**config.mk**
```make
export PLATFORM = sky130hd
export DESIGN_NAME = fetch_unit
export DESIGN_NICKNAME = d
export VERILOG_FILES = /design/src/rtl/cpu_pkg.sv /design/src/rtl/if_id_reg.sv /design/src/rtl/fetch_unit.sv
export SDC_FILE = /design/constraint.sdc
export NUM_CORES = 1
export LEC_CHECK = 0
export CAP_MARGIN = 30
export CELL_PAD_IN_SITES_DETAIL_PLACEMENT = 2
export CELL_PAD_IN_SITES_GLOBAL_PLACEMENT = 2
export CORE_AREA = 2 2 90 92
export DETAILED_ROUTE_END_ITERATION = 8
export DIE_AREA = 0 0 92 94
export GPL_ROUTABILITY_DRIVEN = 0
export PLACE_DENSITY_LB_ADDON = 0.1
export SLEW_MARGIN = 40
export SYNTH_ARGS = -nofsm -noshare
export SYNTH_HDL_FRONTEND = slang
export SYNTH_SLANG_ARGS = --single-unit
```
**constraint.sdc**
```tcl
create_clock -name clk -period 2.23 [get_ports clk]
set_input_delay 0.3345 -clock clk [delete_from_list [all_inputs] [get_ports clk]]
set_output_delay 0.3345 -clock clk [all_outputs]
set_load 0.01 [all_outputs]
```
**src/rtl/cpu_pkg.sv**
```systemverilog
// rtl/cpu_pkg.sv - shared opcode constants, instruction-length table and fetch FSM encoding
package cpu_pkg;

    // Opcode classes occupy opcode[7:4]
    localparam logic [3:0] OPC_NOP   = 4'h0;
    localparam logic [3:0] OPC_ALU   = 4'h1;
    localparam logic [3:0] OPC_LDI   = 4'h2;
    localparam logic [3:0] OPC_LD    = 4'h3;
    localparam logic [3:0] OPC_ST    = 4'h4;
    localparam logic [3:0] OPC_ALUI  = 4'h5;
    localparam logic [3:0] OPC_STACK = 4'h6;
    localparam logic [3:0] OPC_SHIFT = 4'h7;
    localparam logic [3:0] OPC_JMP   = 4'h8;
    localparam logic [3:0] OPC_CALL  = 4'h9;
    localparam logic [3:0] OPC_BR    = 4'hA;
    localparam logic [3:0] OPC_LOOP  = 4'hB;
    localparam logic [3:0] OPC_RET   = 4'hC;
    localparam logic [3:0] OPC_IO    = 4'hD;

    localparam logic [7:0] NOP_OPCODE_DEF = 8'h00;

    // Bit n set means opcode class n carries an immediate/address byte:
    // LDI, LD, ST, ALUI (2..5) and JMP, CALL, BR, LOOP (8..11).
    localparam logic [15:0] TWO_BYTE_MASK = 16'h0F3C;

    typedef enum logic {
        ST_BOOT = 1'b0,
        ST_RUN  = 1'b1
    } fetch_state_t;

    // True when the opcode is followed by a second instruction byte
    function automatic logic is_two_byte(input logic [7:0] opcode);
        return TWO_BYTE_MASK[opcode[7:4]];
    endfunction

endpackage

```
**src/rtl/if_id_reg.sv**
```systemverilog
// rtl/if_id_reg.sv - IF/ID pipeline register with flush, load and immediate-capture controls
module if_id_reg
    import cpu_pkg::*;
#(
    parameter logic [7:0] NOP_OPCODE = NOP_OPCODE_DEF
) (
    input  logic       clk,
    input  logic       rst_n,
    input  logic       flush,
    input  logic       load,
    input  logic       cap,
    input  logic [7:0] fetch_byte,
    input  logic [7:0] fetch_pc,
    output logic [7:0] instr,
    output logic [7:0] imm,
    output logic       imm_valid,
    output logic       valid,
    output logic [7:0] ret_addr
);

    logic [7:0] instr_q, instr_d;
    logic [7:0] imm_q, imm_d;
    logic       imm_valid_q, imm_valid_d;
    logic       valid_q, valid_d;
    logic [7:0] ret_addr_q, ret_addr_d;

    // Next-state of the register: flush beats load beats capture, else hold
    always_comb begin
        instr_d     = instr_q;
        imm_d       = imm_q;
        imm_valid_d = imm_valid_q;
        valid_d     = valid_q;
        ret_addr_d  = ret_addr_q;
        if (flush) begin
            instr_d     = NOP_OPCODE;
            valid_d     = 1'b0;
            imm_valid_d = 1'b0;
        end else if (load) begin
            instr_d     = fetch_byte;
            valid_d     = 1'b1;
            imm_valid_d = 1'b0;
            ret_addr_d  = fetch_pc + 8'd1;
        end else if (cap) begin
            // fetch_pc points at the immediate, so +1 is the opcode address + 2
            imm_d       = fetch_byte;
            imm_valid_d = 1'b1;
            ret_addr_d  = fetch_pc + 8'd1;
        end
    end

    // Register state with asynchronous reset to an empty NOP slot
    always_ff @(posedge clk or negedge rst_n) begin
        if (!rst_n) begin
            instr_q     <= NOP_OPCODE;
            imm_q       <= 8'h00;
            imm_valid_q <= 1'b0;
            valid_q     <= 1'b0;
            ret_addr_q  <= 8'h00;
        end else begin
            instr_q     <= instr_d;
            imm_q       <= imm_d;
            imm_valid_q <= imm_valid_d;
            valid_q     <= valid_d;
            ret_addr_q  <= ret_addr_d;
        end
    end

    assign instr     = instr_q;
    assign imm       = imm_q;
    assign imm_valid = imm_valid_q;
    assign valid     = valid_q;
    assign ret_addr  = ret_addr_q;

endmodule

```
**src/rtl/fetch_unit.sv**
```systemverilog
// rtl/fetch_unit.sv - IF stage: PC, boot-vector load, 2-byte assembly and IF/ID register
module fetch_unit
    import cpu_pkg::*;
#(
    parameter logic [7:0] BOOT_VEC_ADDR = 8'h00,
    parameter bit         USE_BOOT_VEC  = 1'b1,
    parameter logic [7:0] NOP_OPCODE    = NOP_OPCODE_DEF
) (
    input  logic       clk,
    input  logic       rst_n,
    input  logic       stall_F,
    input  logic       stall_D,
    input  logic       flush_D,
    input  logic       branch_taken_E,
    input  logic [7:0] branch_target_E,
    input  logic       ret_load_W,
    input  logic [7:0] ret_pc_W,
    output logic [7:0] imem_addr,
    input  logic [7:0] imem_rdata,
    output logic [7:0] pc_F,
    output logic [7:0] instr_D,
    output logic [7:0] imm_D,
    output logic       imm_valid_D,
    output logic [7:0] ret_addr_D,
    output logic       valid_D,
    output logic       is_2byte_D
);

    localparam fetch_state_t RESET_STATE = USE_BOOT_VEC ? ST_BOOT : ST_RUN;

    fetch_state_t state_q, state_d;
    logic [7:0]   pc_q, pc_d;
    logic         in_run;
    logic         cap;
    logic         redirect;

    assign in_run   = (state_q == ST_RUN);
    assign redirect = ret_load_W | branch_taken_E;

    // Opcode waiting for its second byte; valid_D is low throughout BOOT
    assign is_2byte_D = valid_D & is_two_byte(instr_D) & ~imm_valid_D;

    // A redirect in the capture cycle kills the capture; the hazard unit flushes it
    assign cap = in_run & is_2byte_D & ~flush_D & ~redirect;

    // BOOT reads the vector slot; afterwards memory follows the PC
    assign imem_addr = in_run ? pc_q : BOOT_VEC_ADDR;
    assign pc_F      = pc_q;

    // Next PC and state: boot load, then return > branch > capture > advance > hold
    always_comb begin
        state_d = state_q;
        pc_d    = pc_q;
        if (!in_run) begin
            pc_d    = imem_rdata;
            state_d = ST_RUN;
        end else if (ret_load_W) begin
            pc_d = ret_pc_W;
        end else if (branch_taken_E) begin
            pc_d = branch_target_E;
        end else if (cap || stall_F) begin
            // capture advances even with stall_F low: that freeze exists for it
            pc_d = pc_q + 8'd1;
        end
    end

    // Fetch FSM and PC register
    always_ff @(posedge clk or negedge rst_n) begin
        if (!rst_n) begin
            state_q <= RESET_STATE;
            pc_q    <= BOOT_VEC_ADDR;
        end else begin
            state_q <= state_d;
            pc_q    <= pc_d;
        end
    end

    if_id_reg #(
        .NOP_OPCODE(NOP_OPCODE)
    ) u_if_id_reg (
        .clk        (clk),
        .rst_n      (rst_n),
        .flush      (in_run & flush_D),
        .load       (in_run & stall_D),
        .cap        (cap),
        .fetch_byte (imem_rdata),
        .fetch_pc   (pc_q),
        .instr      (instr_D),
        .imm        (imm_D),
        .imm_valid  (imm_valid_D),
        .valid      (valid_D),
        .ret_addr   (ret_addr_D)
    );

endmodule

```
==> out/qor.log, run 1 <==
INFO  drt            drcViolationCount=0
INFO  timing         clock-skew-final=0.00418ns
INFO  layout         antenna_cells_inserted=0
INFO  drt            antenna_viol_nets_final=0
INFO  placement      buffer_ports.inserted=73
INFO  floorplanning  floorplan.core_area=0.00761sqmm
INFO  worst_setup_path crit_path_max_fanout=4
INFO  worst_setup_path critical_path.max_stage_delay=0.48ns
INFO  grt            grt_max_degree=36
INFO  outcome        status=complete, but fails checks
INFO  logic_synthesis yosysSeqAreaShare=45.2%
INFO  logic_synthesis syn-cell-area=0.00194sqmm
INFO  worst_setup_path end_kind=primary output
INFO  drt            routed_wirelength=6560um
INFO  clocking       cts_hold_buf=0
INFO  logic_synthesis synth_warnings=0
INFO  grt            antenna_found_initial=0
INFO  drt            vias=1,771
INFO  logic_synthesis synth.ff_latch_count=35
INFO  timing         final.min_clock_period=2.17ns
INFO  worst_setup_path data_required_time_at_the_worst_endpoint=1.90ns
INFO  timing         worst-slew-pin-transition=0.564ns
INFO  floorplanning  initial_core_util=25.5%
INFO  clocking       clkTransAtPathRegs=0.08ns
INFO  drt            drt_iter0_drcs=53
INFO  power          post-layout-total-power=0.00217W
INFO  worst_setup_path arrival=1.84ns
INFO  timing         worst_hold_slack=-0.00156ns
INFO  worst_setup_path critical_path.n_buffers_inverters=1
INFO  drt            drt-pass1-iter-count=4
INFO  clocking       clkLatencyLatePin=0.29ns
INFO  clocking       cts_root_buf=sky130_fd_sc_hd__clkbuf_8
INFO  logic_synthesis syn-instance-count=190
INFO  layout         syn_to_final_growth=53.8%
INFO  logic_synthesis post_synth.cell_area_avg=10.2squm
INFO  clocking       number_of_clock_sinks_seen_by_cts=35
INFO  timing         finalMaxSlewViolations=0
INFO  floorplanning  boundaryPins=74
INFO  worst_setup_path timing.critical_path.cells=or3_4, and4b_4, clkdlybuf4s50_1
INFO  flow_run       drv_cap=0
INFO  power          power.density_cell_area=726mW/mm^2
INFO  timing         timing.final.crit_share=97.4%
INFO  grt            global_route_wire_length_before_repair=10,600um
INFO  timing         maxClockFrequency=461MHz
INFO  grt            grt_overflow=0
INFO  power          ir_drop=0.214mV
INFO  hold_path      min-delay-path-class=input port to asynchronous set/reset pin
INFO  logic_synthesis synth_flop_cell=sky130_fd_sc_hd__dfrtp_1
INFO  placement      dpl.hpwl=4950um
INFO  timing         slew-limit-headroom=62.4%
INFO  layout         finish.net_count=307
INFO  floorplanning  placementRows=32
INFO  outcome        violations=hold timing
INFO  clocking       cts-buffers-inserted=5
INFO  drt            wl_per_cell=17.4um
INFO  logic_synthesis ys_types=44
INFO  clocking       postCtsSetupRepairBufs=0
INFO  floorplanning  dieHeight=94um
INFO  power          power.leakage=1.27nW
INFO  logic_synthesis synth_fp_nets=222
INFO  grt            global_route.usage.total=15.9%
INFO  clocking       clock_tree.htree_level_count=2
INFO  clocking       cts_buffer_depth=2
INFO  timing         rsz_0062_raised_after_global_routing=false
INFO  timing         timing.setup.tns=0ns
INFO  worst_setup_path cell_with_the_largest_stage_delay_on_the_worst_path=sky130_fd_sc_hd__clkdlybuf4s50_1
INFO  layout         layout-drive-gt1-share=17.0%
INFO  logic_synthesis ys_async_sr_fraction=100%
INFO  drt            avgViaCountPerCell=4.69
INFO  logic_synthesis synth_edf_count=0
INFO  worst_setup_path path_class=flip-flop to primary output
INFO  clocking       clock_tree_from_tritoncts=done
INFO  floorplanning  design.die.area=0.00865sqmm
INFO  timing         timing.final.hold_violations=6
INFO  grt            vias_in_the_first_global_route=1,930
INFO  worst_setup_path critPathLaunchType=flip-flop
INFO  floorplanning  fp.dieW=92um
INFO  timing         finalSetupViolations=0
INFO  clocking       cts.repair.resized=0
INFO  worst_setup_path critical-path-top-delay-family=simple AND/OR/NAND/NOR gates
## metal layers
layer | up-vias | GRT usage, % | routed length, um | part of all wire (%)
met5 | - | 0 | 0 | 0
met3 | 6 | 4.33 | 297 | 4.5
li1 | 849 | - | - | -
met2 | 41 | 25.9 | 3210 | 49
met1 | 875 | 21.2 | 3010 | 46
met4 | 0 | 3.36 | 48 | 0.73
## power by group
group          switching, W  internal (W)  total (W)
clock              0.000249      0.000362   0.000611
sequential        0.0000941      0.000743   0.000837
combinational      0.000282      0.000437   0.000719
## cell usage in the layout (no fill, tap or decap), drive strengths merged, types with 2 or more instances in the layout
cell and count:
nand2b 2, nand3 4, nand2 15, a221oi 3, a2bb2oi 8, or3 2, a31oi 3, nor3b 3
buf 17, and2 9, o21a 4, inv 11, o22ai 9, xor2 3, nor2 10, mux2i 4
o21ai 9, nor3 4, o31ai 2, o211ai 2, a21oi 3, nor2b 3, clkbuf 6, xnor2 2
clkdlybuf4s50 72, and3 2, mux2 15, a22o 2, dfrtp 35, nand4 2
## per-stage QoR
stage	util [%]	area, sq um	cells	setup WS (ns)
6_report	39.2	2980	378	0.0587
4_1_cts	38.8	2950	374	0.0298
2_1_floorplan	-	1940	190	0.423
3_3_place_gp	37.2	2830	366	0.191
3_5_place_dp	37.3	2840	366	0.0871
5_1_grt	39.2	2980	378	0.00900
## area by class of cell
class                   instances  area, sq um
well taps                     102          128
fillers                       831         4620
clock inverters                 2         35.0
clock buffers                   6         82.6
inverters                      11         41.3
flip-flops and latches         35          876
multi-input cells             133          972
repair buffers                 89          848
## kinds of logic after synthesis
group | after synthesis | synth area share (%)
AO/OA/AOI/OAI | 48 | 18.1
XOR/XNOR | 5 | 2.26
adder cells (fa/ha/maj) | 1 | 0.645
buffers and inverters | 22 | 4.71
flip-flops | 35 | 45.2
multiplexers | 19 | 12.1
other | 1 | 0.193
AND/OR/NAND/NOR | 59 | 16.8
## state kept, by name, indices dropped and copies added, names as in the netlist
| signal | cells |
|---|---|
| in_run | 1 |
| pc_F | 8 |
| u_if_id_reg.imm | 8 |
| u_if_id_reg.imm_valid | 1 |
| u_if_id_reg.instr | 8 |
| u_if_id_reg.ret_addr | 8 |
| u_if_id_reg.valid | 1 |
## worst reg2reg max path, stage by stage (launching register included)
cell and delay, ns:
sky130_fd_sc_hd__dfrtp_1 0.42, sky130_fd_sc_hd__or3_4 0.43, sky130_fd_sc_hd__and4b_4 0.23, sky130_fd_sc_hd__a32o_1 0.39, sky130_fd_sc_hd__mux2_4 0.37
## cell usage after synthesis, drive strengths merged (2+ instances only)
cell | number | area (sq um)
dfrtp | 35 | 876
mux2 | 15 | 195
nand2 | 15 | 56.3
inv | 11 | 41.3
nor2 | 10 | 37.5
and2 | 9 | 56.3
o21ai | 9 | 45.0
o22ai | 9 | 56.3
a2bb2oi | 8 | 70.1
clkbuf | 7 | 26.3
buf | 4 | 23.8
mux2i | 4 | 40.0
nand3 | 4 | 20.0
nor3 | 4 | 20.0
o21a | 4 | 30.0
a21oi | 3 | 15.0
a221oi | 3 | 26.3
a31oi | 3 | 33.8
nor2b | 3 | 18.8
nor3b | 3 | 22.5
xor2 | 3 | 26.3
a22o | 2 | 17.5
and3 | 2 | 12.5
nand2b | 2 | 12.5
nand4 | 2 | 18.8
o211ai | 2 | 15.0
o31ai | 2 | 15.0
or3 | 2 | 17.5
xnor2 | 2 | 17.5
## path summary, 6_finish.rpt
check                      slack [ns]                 start  cells after the start                 endpoint
min                            -0.002                 rst_n                      1       u_if_id_reg.imm[1]
min in group clk                 0.51    u_if_id_reg.imm[6]                      1       u_if_id_reg.imm[6]
min reg2reg                      0.51    u_if_id_reg.imm[6]                      1       u_if_id_reg.imm[6]
max reg2reg                      0.29  u_if_id_reg.instr[6]                      4  u_if_id_reg.ret_addr[6]
max in group asynchronous        1.89                 rst_n                      1     u_if_id_reg.instr[5]
max                              0.06  u_if_id_reg.instr[6]                      3               is_2byte_D
Note: power is estimated with default switching activity, not from simulation.
==> inputs of run 2 (changes only) <==
==> constraint.sdc (replaced) <==
create_clock -name clk -period 2.15 [get_ports clk]
set_input_delay 0.3225 -clock clk [delete_from_list [all_inputs] [get_ports clk]]
set_output_delay 0.3225 -clock clk [all_outputs]
set_load 0.02 [all_outputs]
==> out/qor.log, run 2 (synthesis gave the netlist of run 1 again) <==
INFO  timing         timing.final.crit_share=93.4%
INFO  clocking       cts_buffer_depth=2 [unchanged]
INFO  clocking       clkTransAtPathRegs=0.08ns [about the same]
INFO  grt            antenna_found_initial=0 [unchanged]
INFO  layout         finish.net_count=301 [-2.0%]
INFO  grt            globalRouteMet3Util=4.25% [-0.080 points]
INFO  timing         slew-limit-headroom=60.3% [-2.1 points]
INFO  layout         mostFrequentLayoutCell=sky130_fd_sc_hd__clkdlybuf4s50_1
INFO  power          power.density_cell_area=787mW/mm^2 [+8.3%]
INFO  grt            global_route.usage.total=15.8% [-0.069 points]
INFO  floorplanning  fp.dieW=92um [unchanged]
INFO  floorplanning  design.die.area=0.00865sqmm [unchanged]
INFO  grt            grt_overflow=0 [unchanged]
INFO  grt            global_route_wire_length_before_repair=10,700um [+1.2%]
INFO  timing         finalMaxSlewViolations=0 [unchanged]
INFO  drt            drt-pass1-iter-count=4 [unchanged]
INFO  timing         maxClockFrequency=498MHz
INFO  timing         final.min_clock_period=2.01ns
INFO  layout         most_frequent_cells_in_the_layout=sky130_fd_sc_hd__clkdlybuf4s50_1, sky130_fd_sc_hd__dfrtp_1, sky130_fd_sc_hd__nand2_1
INFO  floorplanning  dieHeight=94um [unchanged]
INFO  timing         finalSetupViolations=0 [unchanged]
INFO  worst_setup_path crit_path_max_fanout=36 [+32]
INFO  floorplanning  boundaryPins=74 [unchanged]
INFO  timing         worst-slew-pin-transition=0.596ns [+0.0313 ns]
INFO  outcome        status=complete, but fails checks
INFO  worst_setup_path arrival=1.69ns [-0.15 ns]
INFO  outcome        violations=hold timing
INFO  placement      dpl_cell_area=0.00283sqmm [about the same]
INFO  clocking       clock_tree_from_tritoncts=done
INFO  drt            drcViolationCount=0 [unchanged]
INFO  grt            vias_in_the_first_global_route=2,002 [+3.7%]
INFO  worst_setup_path data_required_time_at_the_worst_endpoint=1.83ns [-0.07 ns]
INFO  timing         timing.setup.tns=0ns [unchanged]
INFO  layout         syn_to_final_growth=52.1%
INFO  power          ir_drop=0.269mV [+25%]
INFO  clocking       cts.repair.resized=1 [+1]
INFO  layout         antenna_cells_inserted=0 [unchanged]
INFO  grt            gr-usage-met1=20.6% [-0.59 points]
INFO  clocking       cts_root_buf=sky130_fd_sc_hd__clkbuf_8
INFO  placement      dpl.hpwl=4850um [-2.1%]
INFO  drt            vias=1,775 [+0.23%]
INFO  grt            grt_max_degree=37 [+2.8%]
INFO  drt            drt_iter0_drcs=93 [+75%]
INFO  layout         post-route-cell-area=0.00295sqmm [-1.1%]
INFO  placement      buffer_ports.inserted=73 [unchanged]
INFO  flow_run       drv_cap=0 [unchanged]
INFO  layout         n_fill_cell=853 [+2.6%]
INFO  hold_path      min-delay-path-class=input port to asynchronous set/reset pin
INFO  placement      placement.setup.worst_slack=0.0259ns [-0.0612 ns]
INFO  timing         clock-skew-final=0.00838ns [+0.00420 ns]
INFO  clocking       number_of_clock_sinks_seen_by_cts=35 [unchanged]
INFO  drt            wl_per_cell=17.1um [-1.3%]
INFO  worst_setup_path path_class=flip-flop to primary output
INFO  clocking       cts-buffers-inserted=5 [unchanged]
INFO  timing         timing.final.hold_violations=9 [+3]
INFO  drt            routed_wirelength=6370um [-2.9%]
INFO  layout         layout-drive-gt1-share=15.2% [-1.8 points]
INFO  timing         rsz_0062_raised_after_global_routing=false
INFO  timing         worst_hold_slack=-0.00760ns [-0.00604 ns]
INFO  worst_setup_path critPathLaunchType=flip-flop
INFO  timing         setup_ws=0.142ns [+0.0829 ns]
INFO  drt            avgViaCountPerCell=4.77 [+1.8%]
INFO  clocking       clock_tree.htree_level_count=2 [unchanged]
INFO  floorplanning  initial_core_util=25.5% [unchanged]
INFO  grt            grt_busiest_layer=met2
INFO  drt            antenna_viol_nets_final=0 [unchanged]
INFO  power          power.leakage=1.24nW [-1.8%]
INFO  worst_setup_path end_kind=primary output
INFO  floorplanning  placementRows=32 [unchanged]
INFO  floorplanning  floorplan.core_area=0.00761sqmm [unchanged]
INFO  clocking       clkLatencyLatePin=0.28ns [about the same]
INFO  clocking       postCtsSetupRepairBufs=0 [unchanged]
INFO  clocking       cts_hold_buf=0 [unchanged]
INFO  grt            groute.layer.met2.usage=26.7% [+0.74 points]
-- run 2: changes by cell type in the layout (fill, tap and decap cells not counted) --
cell | previous run | this run
sky130_fd_sc_hd__buf_4 | 17 | 10
sky130_fd_sc_hd__dlygate4sd2_1 | 0 | 1
sky130_fd_sc_hd__clkdlybuf4s50_1 | 72 | 71
sky130_fd_sc_hd__buf_12 | 0 | 1
-- run 2: worst paths after layout --
check                      slack, ns                      end  cells after the start                  from
min                           -0.008       u_if_id_reg.imm[2]                      1                 rst_n
max in group asynchronous       1.82                  pc_F[7]                      1                 rst_n
max                             0.14             imem_addr[4]                      3                in_run
max reg2reg                     0.20  u_if_id_reg.ret_addr[6]                      4  u_if_id_reg.instr[6]
min in group clk                0.51       u_if_id_reg.imm[5]                      1    u_if_id_reg.imm[5]
min reg2reg                     0.51       u_if_id_reg.imm[5]                      1    u_if_id_reg.imm[5]
-- run 2: layout make-up --
| type | instances | area, sq um | area share (%) |
|---|---|---|---|
| well taps | 102 | 128 | 4.33 |
| repair buffers | 83 | 815 | 27.6 |
| clock buffers | 6 | 82.6 | 2.80 |
| flip-flops and latches | 35 | 876 | 29.7 |
| clock inverters | 2 | 35.0 | 1.19 |
| multi-input cells | 133 | 972 | 33.0 |
| inverters | 11 | 41.3 | 1.40 |
-- run 2: routing by layer --
| metal | up-vias | part of all wire, % | routed length [um] |
|---|---|---|---|
| met5 | - | 0 | 0 |
| met4 | 0 | 0.39 | 25 |
| met3 | 2 | 4.8 | 305 |
| met2 | 39 | 49 | 3110 |
| met1 | 891 | 46 | 2930 |
| li1 | 843 | - | - |
-- run 2: critical path: stages (launching register included) --
cell,delay (ns)
sky130_fd_sc_hd__dfrtp_1,0.40
sky130_fd_sc_hd__buf_12,0.21
sky130_fd_sc_hd__and2_1,0.15
sky130_fd_sc_hd__clkdlybuf4s50_1,0.62
-- run 2: through the flow --
stage	std cells	utilization (%)	total power [W]
floorplan	190	-	0.00129
global placement	364	37.2	0.00171
detailed placement	364	37.2	0.00172
CTS	372	38.8	0.00236
global route	372	38.8	0.00246
finish	372	38.8	0.00232
-- run 2: power breakdown --
| group | internal, W | switching (W) |
|---|---|---|
| clock | 0.000376 | 0.000250 |
| combinational | 0.000442 | 0.000385 |
| sequential | 0.000770 | 0.0000961 |
